**src/rtl/button_event_decoder_pkg.sv**
```systemverilog
// Shared definitions for button consumers: decoder state encoding and
// hold timings derived from the 12 MHz system clock.
package button_event_decoder_pkg;

    localparam int ONE_SECOND     = 12_000_000;
    localparam int QUARTER_SECOND = 3_000_000;

    typedef enum logic [1:0] {
        WAIT_LOW,
        IDLE,
        HELD,
        REPEAT
    } state_t;

endpackage

```
**src/rtl/button_event_decoder.sv**
```systemverilog
// Turns a debounced button level into single-cycle event strobes
// (press, release, short/long press, auto-repeat) plus a held level.
//
// state    | meaning
// ---------+-----------------------------------------------------------
// WAIT_LOW | after reset; waits for btn low so a held button is ignored
// IDLE     | button up, armed for the next press
// HELD     | button down, counting towards the long-press threshold
// REPEAT   | long press seen, emitting repeat strobes while held
//
// release_pulse / repeat_pulse carry the release / repeat events; the
// plain words are reserved keywords and cannot name ports.
module button_event_decoder
    import button_event_decoder_pkg::*;
#(
    parameter int LONG_CYCLES   = ONE_SECOND,
    parameter int REPEAT_CYCLES = QUARTER_SECOND
) (
    input  logic clk,
    input  logic reset,
    input  logic btn,
    output logic press,
    output logic release_pulse,
    output logic short_press,
    output logic long_press,
    output logic repeat_pulse,
    output logic step,
    output logic held
);

    localparam int MAX_CYCLES = (LONG_CYCLES > REPEAT_CYCLES) ? LONG_CYCLES : REPEAT_CYCLES;
    localparam int CNT_W      = $clog2(MAX_CYCLES) + 1;

    // Counter is cleared on the press cycle, so terminal count LONG_CYCLES-1
    // lands long_press exactly LONG_CYCLES cycles after press.
    localparam logic [CNT_W-1:0] LONG_LAST   = CNT_W'(LONG_CYCLES - 1);
    localparam logic [CNT_W-1:0] REPEAT_LAST = CNT_W'((REPEAT_CYCLES == 0) ? 0 : REPEAT_CYCLES - 1);

    state_t           state;
    logic [CNT_W-1:0] cnt;

    // Single FSM with hold counter; every output is registered and pulses
    // default low each cycle.
    always_ff @(posedge clk) begin
        if (reset) begin
            state         <= WAIT_LOW;
            cnt           <= '0;
            press         <= 1'b0;
            release_pulse <= 1'b0;
            short_press   <= 1'b0;
            long_press    <= 1'b0;
            repeat_pulse  <= 1'b0;
            step          <= 1'b0;
            held          <= 1'b0;
        end else begin
            press         <= 1'b0;
            release_pulse <= 1'b0;
            short_press   <= 1'b0;
            long_press    <= 1'b0;
            repeat_pulse  <= 1'b0;
            step          <= 1'b0;
            held          <= 1'b0;
            case (state)
                WAIT_LOW: begin
                    if (!btn) state <= IDLE;
                end
                IDLE: begin
                    if (btn) begin
                        state <= HELD;
                        cnt   <= '0;
                        press <= 1'b1;
                        step  <= 1'b1;
                        held  <= 1'b1;
                    end
                end
                HELD: begin
                    if (!btn) begin
                        state         <= IDLE;
                        cnt           <= '0;
                        release_pulse <= 1'b1;
                        short_press   <= 1'b1;
                    end else if (cnt == LONG_LAST) begin
                        state      <= REPEAT;
                        cnt        <= '0;
                        long_press <= 1'b1;
                        held       <= 1'b1;
                    end else begin
                        cnt  <= cnt + CNT_W'(1);
                        held <= 1'b1;
                    end
                end
                REPEAT: begin
                    if (!btn) begin
                        state         <= IDLE;
                        cnt           <= '0;
                        release_pulse <= 1'b1;
                    end else begin
                        held <= 1'b1;
                        if (REPEAT_CYCLES != 0 && cnt == REPEAT_LAST) begin
                            cnt          <= '0;
                            repeat_pulse <= 1'b1;
                            step         <= 1'b1;
                        end else if (REPEAT_CYCLES != 0) begin
                            cnt <= cnt + CNT_W'(1);
                        end
                    end
                end
                default: begin
                    state <= WAIT_LOW;
                    cnt   <= '0;
                end
            endcase
        end
    end

endmodule
```
**config.mk**
```make
export PLATFORM = sky130hd
export DESIGN_NAME = button_event_decoder
export DESIGN_NICKNAME = d
export VERILOG_FILES = /design/src/rtl/button_event_decoder_pkg.sv /design/src/rtl/button_event_decoder.sv
export SDC_FILE = /design/constraint.sdc
export NUM_CORES = 1
export LEC_CHECK = 0
export BUFFER_PORTS_ARGS = -buffer_cell sky130_fd_sc_hd__clkbuf_2
export CAP_MARGIN = 5
export CELL_PAD_IN_SITES_DETAIL_PLACEMENT = 0
export CELL_PAD_IN_SITES_GLOBAL_PLACEMENT = 1
export CORE_MARGIN = 5
export CORE_UTILIZATION = 35
export CTS_CLUSTER_SIZE = 12
export DETAILED_ROUTE_END_ITERATION = 10
export GPL_TIMING_DRIVEN = 1
export PLACE_DENSITY_LB_ADDON = 0.1
export RECOVER_POWER = 25
export SYNTH_ARGS = -nofsm -noshare
export SYNTH_HDL_FRONTEND = slang
export SYNTH_SLANG_ARGS = --single-unit
```
**constraint.sdc**
```tcl
create_clock -name clk -period 2.3 [get_ports clk]
set_input_delay 0 -clock clk [delete_from_list [all_inputs] [get_ports clk]]
set_output_delay 0 -clock clk [all_outputs]
set_load 0.005 [all_outputs]
```
* After elaboration in Yosys (flattened, before gate mapping)
Cells that the tools add are included.
** Word-level totals
- Output and inout bits :: 7
- Bits of input ports :: 3
- Flip-flop bits (word level) :: 34
** Operators by class
- Eq/ne operators :: 8
- Reductions and logical operators :: 13
- Muxes and demuxes :: 17
- $add $sub $neg :: 1
- Bitwise operators :: 6
** Operators with widths (number)
- 25-bit two-way mux :: 5
- 25-bit case mux with 3 select lines :: 1
- 25-bit by 1-bit adder with 25-bit output, second input constant :: 1
- 25-bit by 22-bit == test with 1-bit output, second input constant :: 1
- 25-bit by 24-bit == test with 1-bit output, second input constant :: 1
- 2-bit OR reduction :: 7
- 2-bit two-way mux :: 4
- 1-bit inverter :: 6
- 2-bit case mux with 3 select lines :: 1
- 3-bit OR reduction :: 2
- 1-bit two-way mux :: 5
- 2-bit == test, second input constant :: 2
- 2-bit inequality test, second input constant :: 2
- 3-bit inequality test, second input constant :: 1
- 3-bit AND reduction :: 1
- 3-bit nonzero test :: 1
- 2-bit by 1-bit == test with 1-bit output, second input constant :: 1
- 2-bit zero test :: 1
- 1-bit case mux with 2 select lines :: 1
- 2-bit AND reduction :: 1

* Logic depth before layout (Yosys ltp)
- Word-level depth :: 4
- Gate-level depth with buffers :: 8

* Worst setup path after synthesis
No wires, ideal clock.
- Path kind :: register to register
- From :: reg cnt[0]
- To :: reg state[0]
- Library setup time :: 0.121 ns
- Required time :: 2.179 ns
- Path slack :: 0.398 ns
- Data arrival time :: 1.781 ns
- Stages on the path, launching flop included :: 8
- Buffers on the path :: 1
- Cells stage by stage :: dfxtp_1 > ha_1 > and3_4 > nand2_2 > o31a_1 > buf_6 > o22a_1 > mux2_4
** Between the ends
- Word-level cells in the longest chain between the ends :: 3
** Ends and longest elaborated chain
- from (decl) :: RTL line button_event_decoder.sv:40 : logic [CNT_W-1:0] cnt;
- from (signal assigned) :: RTL line button_event_decoder.sv:88 : cnt <= cnt + CNT_W'(1);
- from (signal assigned) :: RTL line button_event_decoder.sv:104 : cnt <= cnt + CNT_W'(1);
- 25-bit by 24-bit == test with 1-bit output :: RTL line button_event_decoder.sv:82 : end else if (cnt == LONG_LAST) begin
- 3-bit inequality test (no line)
- 3-bit AND reduction (no line)
- to (signal assigned) :: RTL line button_event_decoder.sv:78 : state <= IDLE;
- to (signal assigned) :: RTL line button_event_decoder.sv:83 : state <= REPEAT;
- to (signal assigned) :: RTL line button_event_decoder.sv:94 : state <= IDLE;
- to (decl) :: RTL line button_event_decoder.sv:39 : state_t state;
Every way passes these cells.
A chain may end at the register's enable or synchronous reset.

* Worst setup path after layout
- From :: reg cnt[1]
- To :: reg state[0]
The elaborated chain is that of the path after synthesis.

==> flow_summary.yaml <==
outcome:
  outcome: "completed"
finish:
  fill_cells: 552
  area.sequential_um2: 681
  largestRegisters: "cnt: 25 flops, state: 2 flops"
  regMostFlops: "cnt"
  antenna_cells: 0
  layout_common_cells: "53 x nand2_1, 34 x dfxtp_1, 20 x buf_4"
  multiInputGateArea_mm2: 0.00120
  final_common_cell: "nand2_1"
  fin_nets: 282
  syn_to_final_growth_pct: 14.7
  drive_above_1_share_pct: 15.8
  largest_reg_flops: 25
yosys:
  postSynthAreaPerCell_um2: 7.90
  synth_top_family_by_area: "simple AND/OR/NAND/NOR gates"
  yosysUniqueCellTypes: 42
  ys_seq_area_share_pct: 34.2
  synth_fa_ha_area_share_pct: 3.77
  ys_warn_count: 0
  synth_area_mm2: 0.00199
  synth-async-reset-ratio_pct: 0
  synthSimpleGateAreaFrac_pct: 33.1
  synth_compound_area_share_pct: 21.0
  postSynthCellCount: 252
  synth-edff-count: 0
  muxShareOfSynthArea_pct: 0.754
  synthFlopType: "dfxtp_1"
  syn-num-nets: 261
  ys_ff_latch: 34
  synth_xor_area_share_pct: 0.880
global_route:
  antenna_found_initial: 0
  grt_pass1_wl_mm: 9.01
  grt_pass1_vias: 1774
  grt_max_degree: 16
  grt-ovfl-total: 0
  grt_use_total_pct: 15.3
floorplan:
  fp-row-count: 27
  io_pins: 10
  start_util_pct: 36.2
  die_h_um: 85.4
  die_x_um: 85.4
  die-area_mm2: 0.00730
  design.core.area_mm2: 0.00551
routing:
  drt_first_pass_iters: 6
  wl_met3_um: 188
  ant_nets: 0
  topRoutingLayerUsed: "met4"
  vias_per_cell: 5.48
  post_drt_wl_per_cell_um: 15.3
  drt_iter0_drc: 101
  finalWirelength_mm: 5.28
  num_vias: 1892
  met1Wirelength_mm: 2.65
  drc: 0
  wl_met2_mm: 2.38
power:
  swShare_pct: 35.9
  power_switching_uw: 553
  p_total_mw: 1.54
  intPower_uw: 989
  vdd_drop_max_mv: 0.280
  combPwrFrac_pct: 30.6
  pwr-share-clk_pct: 27.7
  power.density_mw_per_mm2: 675
  seqPwrFrac_pct: 41.6
  leakage_nw: 0.778
critical_path:
  critPathSlowestCell: "o31a_1"
  max_stage_delay_ps: 510
  crit_fanout: 13
  start_kind: "flip-flop"
  end_kind: "flip-flop"
  crit_required_ps: 2480
  critical_path_arrival_ps: 2300
  crit_chain: "ha_1 > and3_4 > nand2_2 > o31a_1 > o22a_1 > mux2_4"
  path_class: "reg2reg"
timing:
  slew_headroom_pct: 48.1
  setup_violations: 0
  max_freq_mhz: 470
  rsz0062_at_grt: "false"
  min_period_over_period_pct: 92.5
  final.setup.tns_ps: 0
  drv_slew: 0
  skew_ps: 8.03
  post-route-min-period_ps: 2130
  worstMarginPinSlew_ps: 776
  hold_violations: 0
  worst_slack_ps: 173
placed_design:
  dp_hpwl_mm: 3.81
  numPortBuffers: 9
  dp_slack_ps: 166
  place_congestion: 0.801
clocking:
  cts.clk_slew.worst_paths_ps: 70
  cts_root_buf: "clkbuf_8"
  numCtsBuffers: 5
  htreeDepth: 2
  clock-sinks: 34
  cts_setup_buffers: 0
  clk_latency_ps: 290
  cts_tree: "built"
  clockBufferDepth: 2
flow_run:
  maxCapViolCount: 0
worst_hold_path:
  hold_path.class: "in2reg"
[synthesized netlist by cell type, types with 2 or more instances]
cell type / count / area [um2]
clkbuf_1: 8 / 30.0
or2_2: 3 / 18.8
a211oi_1: 2 / 15.0
nor2_1: 15 / 56.3
o31a_1: 6 / 52.6
nor3_1: 7 / 35.0
buf_4: 2 / 15.0
and4_1: 2 / 17.5
buf_6: 2 / 22.5
nand2_1: 53 / 199
o2111ai_1: 8 / 70.1
and2_1: 3 / 18.8
dfxtp_1: 34 / 681
xnor2_1: 2 / 17.5
o21ai_0: 6 / 30.0
nor4_1: 9 / 56.3
o221ai_1: 7 / 61.3
nand3_1: 9 / 45.0
ha_1: 6 / 75.1
buf_2: 4 / 20.0
o21ai_2: 2 / 17.5
or4_1: 4 / 30.0
and3_1: 3 / 18.8
inv_1: 9 / 33.8
o211ai_1: 19 / 143
nand4_1: 11 / 68.8
[layer usage]
metal	track usage [%]	vias up
met1	21.1	879
met5	0	-
met4	3.88	0
li1	-	982
met2	24.2	25
met3	3.40	6
[area by class of cell]
class / count / area share (%)
sequential: 34 / 29.8
inverter: 9 / 1.48
clock buffer: 7 / 3.34
multi-input combinational: 192 / 52.4
tap: 72 / 3.95
timing repair buffer: 31 / 8.99
[per-stage QoR]
step                      instances  hold slack [ps]  area [um2]  util (%)
final                           345             14.9        2280      41.5
after global routing            345             34.4        2280      41.5
after CTS                       345             8.91        2280      41.4
after detailed placement        337              261        2200      39.9
after global placement          337              262        2200      39.9
after floorplan                 252             76.1        1990         -
[cell families after synthesis]
group / Yosys count
simple gates: 129
compound gates: 54
flops: 34
buf+inv: 26
fa+ha+maj: 6
xor+xnor: 2
mux: 1
[worst max-delay path, delay by kind of cell, from the launching register on]
family / cells / cell delay [ps]
muxes: 1 / 300
DFF: 1 / 380
adders and majority gates: 1 / 240
and+or+nand+nor: 2 / 290
AOI/OAI and AO/OA: 2 / 810
[path summary, 6_finish.rpt]
kind / from / endpoint / slack [ps] / cells after the start
setup / recovery: cnt[1] / state[0] / 170 / 6
hold reg to reg: cnt[18] / cnt[18] / 490 / 2
hold / removal: reset / release_pulse / 10 / 2
setup reg to reg: cnt[1] / state[0] / 170 / 6
[power by group through the flow]
stage                     combinational (mW)  sequential [mW]  clock [mW]
after global placement                 0.479            0.656           0
final                                  0.472            0.642       0.427
after detailed placement               0.471            0.656           0
after global routing                   0.527            0.644       0.467
after floorplan                        0.322            0.656           0
after CTS                              0.478            0.642       0.440
[repair_timing]
item,4_1_cts,5_1_grt
setup endpoints to repair,0,11
hold buffers,1,0
hold endpoints to repair,2,0
gates resized for setup,0,2
No activity file was read; power rests on OpenSTA's default activity.
